File: config.mk
export PLATFORM = sky130hd
export DESIGN_NAME = memory_arbiter
export DESIGN_NICKNAME = d
export VERILOG_FILES = /design/src/rtl/memory_arbiter.sv
export SDC_FILE = /design/constraint.sdc
export NUM_CORES = 1
export LEC_CHECK = 0
export CAP_MARGIN = 20
export CORE_ASPECT_RATIO = 1.25
export CORE_UTILIZATION = 38
export DETAILED_ROUTE_END_ITERATION = 16
export PLACE_DENSITY = 0.8
export SYNTH_ARGS = -nofsm -noshare
export SYNTH_HDL_FRONTEND = slang
export SYNTH_SLANG_ARGS = --single-unit
File: constraint.sdc
create_clock -name MEMORY_ARBITER_CLOCK_50 -period 2.2 [get_ports MEMORY_ARBITER_CLOCK_50]
set_input_delay 0.55 -clock MEMORY_ARBITER_CLOCK_50 [delete_from_list [all_inputs] [get_ports MEMORY_ARBITER_CLOCK_50]]
set_output_delay 0.55 -clock MEMORY_ARBITER_CLOCK_50 [all_outputs]
set_load 0.01 [all_outputs]
File: src/rtl/memory_arbiter.sv
// Two-requester arbiter serialising CONTROL (req0) and an auxiliary port (req1) onto MAIN_MEMORY.
// Optional ACK watchdog: define MEMORY_ARBITER_TIMEOUT_EN (limit set by TIMEOUT_CYCLES).
module memory_arbiter #(
    parameter int DATAWIDTH_BUS  = 32,
    parameter int TIMEOUT_CYCLES = 255
) (
    input  logic                       MEMORY_ARBITER_CLOCK_50,
    input  logic                       MEMORY_ARBITER_ResetInHigh_In,
    input  logic [1:0]                 MEMORY_ARBITER_ReqRD_InBus,
    input  logic [1:0]                 MEMORY_ARBITER_ReqWR_InBus,
    input  logic [2*DATAWIDTH_BUS-1:0] MEMORY_ARBITER_ReqA_InBus,
    input  logic [2*DATAWIDTH_BUS-1:0] MEMORY_ARBITER_ReqB_InBus,
    output logic [1:0]                 MEMORY_ARBITER_ReqACK_OutBus,
    output logic [1:0]                 MEMORY_ARBITER_ReqErr_OutBus,
    output logic                       MEMORY_ARBITER_RD_Out,
    output logic                       MEMORY_ARBITER_WRMain_Out,
    output logic [DATAWIDTH_BUS-1:0]   MEMORY_ARBITER_A_OutBus,
    output logic [DATAWIDTH_BUS-1:0]   MEMORY_ARBITER_B_OutBus,
    input  logic                       MEMORY_ARBITER_ACK_In,
    input  logic [DATAWIDTH_BUS-1:0]   MEMORY_ARBITER_Data_InBus,
    output logic [DATAWIDTH_BUS-1:0]   MEMORY_ARBITER_Data_OutBus,
    output logic [1:0]                 MEMORY_ARBITER_Grant_OutBus
);

    localparam logic [1:0] ST_IDLE    = 2'd0;
    localparam logic [1:0] ST_ACCESS  = 2'd1;
    localparam logic [1:0] ST_RELEASE = 2'd2;

    if (TIMEOUT_CYCLES < 1) begin : g_bad_timeout
        $error("memory_arbiter: TIMEOUT_CYCLES must be at least 1");
    end

    logic [1:0]               state;
    logic                     last_grant;
    logic                     op_err;

    logic [1:0]               pending;
    logic                     win_idx;
    logic [1:0]               win_onehot;
    logic                     win_wr;
    logic                     win_conflict;
    logic [DATAWIDTH_BUS-1:0] win_a;
    logic [DATAWIDTH_BUS-1:0] win_b;

    logic                     owner;
    logic                     ack_hit;
    logic                     wdog_fire;
    logic                     access_done;
    logic                     done_err;

    // Arbitration decode: on a tie the requester not served last wins.
    always_comb begin
        pending      = MEMORY_ARBITER_ReqRD_InBus | MEMORY_ARBITER_ReqWR_InBus;
        win_idx      = (pending == 2'b11) ? ~last_grant : pending[1];
        win_onehot   = win_idx ? 2'b10 : 2'b01;
        win_wr       = MEMORY_ARBITER_ReqWR_InBus[win_idx];
        win_conflict = MEMORY_ARBITER_ReqRD_InBus[win_idx] & MEMORY_ARBITER_ReqWR_InBus[win_idx];
        win_a        = win_idx ? MEMORY_ARBITER_ReqA_InBus[2*DATAWIDTH_BUS-1:DATAWIDTH_BUS]
                               : MEMORY_ARBITER_ReqA_InBus[DATAWIDTH_BUS-1:0];
        win_b        = win_idx ? MEMORY_ARBITER_ReqB_InBus[2*DATAWIDTH_BUS-1:DATAWIDTH_BUS]
                               : MEMORY_ARBITER_ReqB_InBus[DATAWIDTH_BUS-1:0];
    end

    assign owner       = MEMORY_ARBITER_Grant_OutBus[1];
    assign ack_hit     = (state == ST_ACCESS) && MEMORY_ARBITER_ACK_In;
    assign access_done = ack_hit | wdog_fire;
    // A real ACK reports only the RD+WR conflict; a watchdog expiry is always an error.
    assign done_err    = ack_hit ? op_err : 1'b1;

`ifdef MEMORY_ARBITER_TIMEOUT_EN
    localparam int WDOG_W = (TIMEOUT_CYCLES > 1) ? $clog2(TIMEOUT_CYCLES) : 1;
    localparam logic [WDOG_W-1:0] WDOG_LAST = WDOG_W'(TIMEOUT_CYCLES - 1);

    logic [WDOG_W-1:0] wdog_cnt;

    always_ff @(posedge MEMORY_ARBITER_CLOCK_50) begin
        if (MEMORY_ARBITER_ResetInHigh_In || (state != ST_ACCESS) || access_done) begin
            wdog_cnt <= '0;
        end else begin
            wdog_cnt <= wdog_cnt + 1'b1;
        end
    end

    assign wdog_fire = (state == ST_ACCESS) && !MEMORY_ARBITER_ACK_In && (wdog_cnt == WDOG_LAST);
`else
    assign wdog_fire = 1'b0;
`endif

    always_ff @(posedge MEMORY_ARBITER_CLOCK_50) begin
        if (MEMORY_ARBITER_ResetInHigh_In) begin
            state                        <= ST_IDLE;
            last_grant                   <= 1'b1;
            op_err                       <= 1'b0;
            MEMORY_ARBITER_RD_Out        <= 1'b0;
            MEMORY_ARBITER_WRMain_Out    <= 1'b0;
            MEMORY_ARBITER_ReqACK_OutBus <= 2'b00;
            MEMORY_ARBITER_ReqErr_OutBus <= 2'b00;
            MEMORY_ARBITER_Grant_OutBus  <= 2'b00;
            MEMORY_ARBITER_A_OutBus      <= '0;
            MEMORY_ARBITER_B_OutBus      <= '0;
            MEMORY_ARBITER_Data_OutBus   <= '0;
        end else begin
            MEMORY_ARBITER_ReqACK_OutBus <= 2'b00;
            MEMORY_ARBITER_ReqErr_OutBus <= 2'b00;
            case (state)
                ST_IDLE: begin
                    if (|pending) begin
                        state                       <= ST_ACCESS;
                        MEMORY_ARBITER_Grant_OutBus <= win_onehot;
                        MEMORY_ARBITER_A_OutBus     <= win_a;
                        MEMORY_ARBITER_B_OutBus     <= win_b;
                        MEMORY_ARBITER_RD_Out       <= ~win_wr;
                        MEMORY_ARBITER_WRMain_Out   <= win_wr;
                        op_err                      <= win_conflict;
                    end
                end
                ST_ACCESS: begin
                    if (access_done) begin
                        state                        <= ST_RELEASE;
                        MEMORY_ARBITER_RD_Out        <= 1'b0;
                        MEMORY_ARBITER_WRMain_Out    <= 1'b0;
                        MEMORY_ARBITER_ReqACK_OutBus <= MEMORY_ARBITER_Grant_OutBus;
                        MEMORY_ARBITER_ReqErr_OutBus <= done_err ? MEMORY_ARBITER_Grant_OutBus : 2'b00;
                        last_grant                   <= owner;
                        if (ack_hit && MEMORY_ARBITER_RD_Out) begin
                            MEMORY_ARBITER_Data_OutBus <= MEMORY_ARBITER_Data_InBus;
                        end
                    end
                end
                ST_RELEASE: begin
                    state                       <= ST_IDLE;
                    MEMORY_ARBITER_Grant_OutBus <= 2'b00;
                end
                default: begin
                    state                       <= ST_IDLE;
                    MEMORY_ARBITER_RD_Out       <= 1'b0;
                    MEMORY_ARBITER_WRMain_Out   <= 1'b0;
                    MEMORY_ARBITER_Grant_OutBus <= 2'b00;
                end
            endcase
        end
    end

endmodule

==> out/results.txt <==
Setup TNS: 0 ps
Die W: 102 um
Worst reg2reg startpoint: state[0]
CTS sink cnt: 108
# H-tree levels: 3
Ant diodes: 0
CTS resizes: 0
Leakage: 2.74 nW
Reg2Reg Capture Point: MEMORY_ARBITER_A_OutBus[22]
Initial core utilization: 38.9%
# hold bufs at CTS: 0
I/O pin count: 271
VDD IR max: 0.471 mV
Worst path depth: 5
Vias in the first global route: 5044
Placement Rows: 45
Total congestion overflow: 0
Hold Path Class: reg -> reg
FF-to-FF setup slack: 440 ps
Sequential-to-total area share from yosys stat: 46.0%
Library cells used by synthesis: 37
CP cell instances: clkdlybuf4s50_1 > or4_2 > buf_12 > a21oi_1 > a311oi_1
PortBufs: 270
DR iter-0 viols: 308
Share of the synthesized area in the top cell type: 46.0%
Number of synthesized register bits: 108
Final ANT Viol Nets: 0
Power density cells: 682 mW/mm^2
CP endpoint: MEMORY_ARBITER_B_OutBus[19]
Cells after Synth: 539
CP Capture Type: register
Area added between synthesis and finish: 70.6%
# fillers: 971
First-pass GRT wire length: 24.3 mm
Slew @ Worst Pin: 608 ps
Drt first pass iters: 5
Share of layout cells above drive strength 1: 6.25%
Commonest cells post-synth: dfxtp_1 (108), a21oi_1 (83), nand2_1 (65)
Synthesized area per cell: 8.73 um^2
Crit-path max FO: 43
Initial antenna violation count: 0
Outcome: finished clean
Synth warnings: 0
Core region area: 0.0121 mm^2
Post-CTS Setup Inserts: 0
Tot Pwr: 0.00547 W
Vias: 5215
Via density: 5.50
Detailed Route WL: 15.8 mm
Reg clk slew, reported paths: 70 ps
CTS Root Cell: clkbuf_16
Crit start category: primary input
Post-route clock period utilization: 93.0%
Crit path kind: in -> reg
Die height: 126 um
Fmax: 0.489 GHz
Global Route Usage Sum: 23.8%
DPL Wire Length: 11.4 mm
RePlAce Congestion: 0.811
Final setup fails: 0
Beginning of the critical path: MEMORY_ARBITER_ReqWR_InBus[0]
Minimum clock period: 2050 ps
Area contributors post-synth: dfxtp_1 (46%), a311oi_1 (9.3%), a21oi_1 (8.8%), nand3b_1 (8.1%), o21ai_0 (5.5%)
Top cell family by delay on the critical path: simple AND/OR/NAND/NOR gates
Post-synth EDFFs: 0
Data arrival, critical path: 2250 ps
Syn Std Cell Area: 0.00470 mm^2
Max-Cap Viols: 0
Final nets: 946
Count leader, synth: dfxtp_1
Clk buf depth: 2
Largest area contributor in the netlist: dfxtp_1
Post-synth top flop: dfxtp_1
Final Hold Viols: 0
Die area: 0.0128 mm^2
Worst Reg-to-Reg Cells: 3
# DRC: 0
CTS tree: built
Setup Skew: 9.46 ps
Worst path slowest cell: or4_2
Largest net degree at the start of global routing: 62
Data required, critical path: 2410 ps
Latest clock arrival within the worst-skew pair: 340 ps
Max-Slew Margin vs Limit: 59.3%
RSZ-0062 raised after global routing: false
Register area: 0.00216 mm^2
Area of the multi-input gates: 0.00231 mm^2
Bufs and invs on worst path: 2
WL per Instance: 16.6 um
Final Max Slew Viols: 0
Syn_nets: 706
Asr flop ratio synth: 0%
Num CTS Buffers: 9
Slowest cell delay on critical path: 780 ps
[where the power goes]
group          internal [W]  total [W]  switching [W]
combinational      0.000797    0.00138       0.000583
sequential          0.00213    0.00224       0.000114
clock               0.00112    0.00185       0.000726
total               0.00405    0.00547        0.00142
[area by class of cell]
type                       count  share of cell area [%]
tap                          164                    2.56
inverter                       1                  0.0468
clock buffer                   9                    2.81
multi-input combinational    366                    28.8
clock inverter                 7                    1.53
sequential                   108                    26.9
timing repair buffer         293                    37.3
[how the worst min path moves through the flow]
stage / depth (start not counted) / end / slack (ps) / start
4_1_cts: 2 / MEMORY_ARBITER_Data_OutBus[2] / 460 / MEMORY_ARBITER_Data_OutBus[2]
5_1_grt: 2 / MEMORY_ARBITER_Data_OutBus[17] / 480 / MEMORY_ARBITER_Data_OutBus[17]
3_3_place_gp: 2 / MEMORY_ARBITER_Data_OutBus[0] / 440 / MEMORY_ARBITER_Data_OutBus[0]
6_report: 2 / MEMORY_ARBITER_Data_OutBus[2] / 460 / MEMORY_ARBITER_Data_OutBus[2]
2_1_floorplan: 1 / op_err / 440 / op_err
3_5_place_dp: 2 / MEMORY_ARBITER_Data_OutBus[2] / 450 / MEMORY_ARBITER_Data_OutBus[2]
[stage by stage]
step	hold WS (ps)	area [um^2]	cells	setup slack, ps	utilization (%)
finish	457	8020	948	154	66.3
global route	475	8020	948	104	66.3
CTS	456	8020	948	168	66.3
detailed placement	446	7680	932	-192	63.4
global placement	441	7680	932	-144	63.4
floorplan	438	4700	539	447	-
[logic make-up after synthesis]
logic type	after synthesis	share of synthesized area, %
compound gates	213	29.3
simple gates	152	19.0
flops	108	46.0
buf+inv	65	5.61
mux	1	0.213
[per-layer routing]
metal  track usage (%)  vias to the layer above  share of wire [%]
li1                  -                     2499                  -
met2              43.6                      236                 51
met4              8.87                        0                2.3
met3              5.01                       28                8.1
met5                 0                        -                  0
met1              26.6                     2452                 39
[placed cells by master, fill, tap and decap left out, types with 2 or more instances in the layout]
master / netlist / final
clkdlybuf4s50_1: 0 / 269
dfxtp_1: 108 / 108
a21oi_1: 83 / 83
nand2_1: 65 / 65
o21ai_0: 52 / 52
nand3b_1: 51 / 51
a311oi_1: 50 / 50
nor4b_1: 14 / 14
a221o_1: 14 / 14
buf_4: 1 / 13
buf_12: 0 / 10
clkbuf_16: 0 / 9
nor2_1: 5 / 4
and3_1: 3 / 3
a21boi_0: 3 / 3
bufinv_16: 0 / 3
nor2_4: 0 / 2
or3_1: 2 / 2
and2_1: 2 / 2
nand2b_1: 2 / 2
o221ai_1: 2 / 2
[flip-flops by register name, summed over array words and instances (netlist names)]
register,cells
MEMORY_ARBITER_A_OutBus,32
MEMORY_ARBITER_B_OutBus,32
MEMORY_ARBITER_Data_OutBus,32
MEMORY_ARBITER_Grant_OutBus,2
MEMORY_ARBITER_ReqACK_OutBus,2
MEMORY_ARBITER_ReqErr_OutBus,2
state,2
MEMORY_ARBITER_RD_Out,1
MEMORY_ARBITER_WRMain_Out,1
last_grant,1
op_err,1
[worst min-delay path: stages (launching register included)]
cell,delay (ps)
dfxtp_1,310
nand2_1,50
a21oi_1,50
No activity file was read; power rests on OpenSTA's default activity.
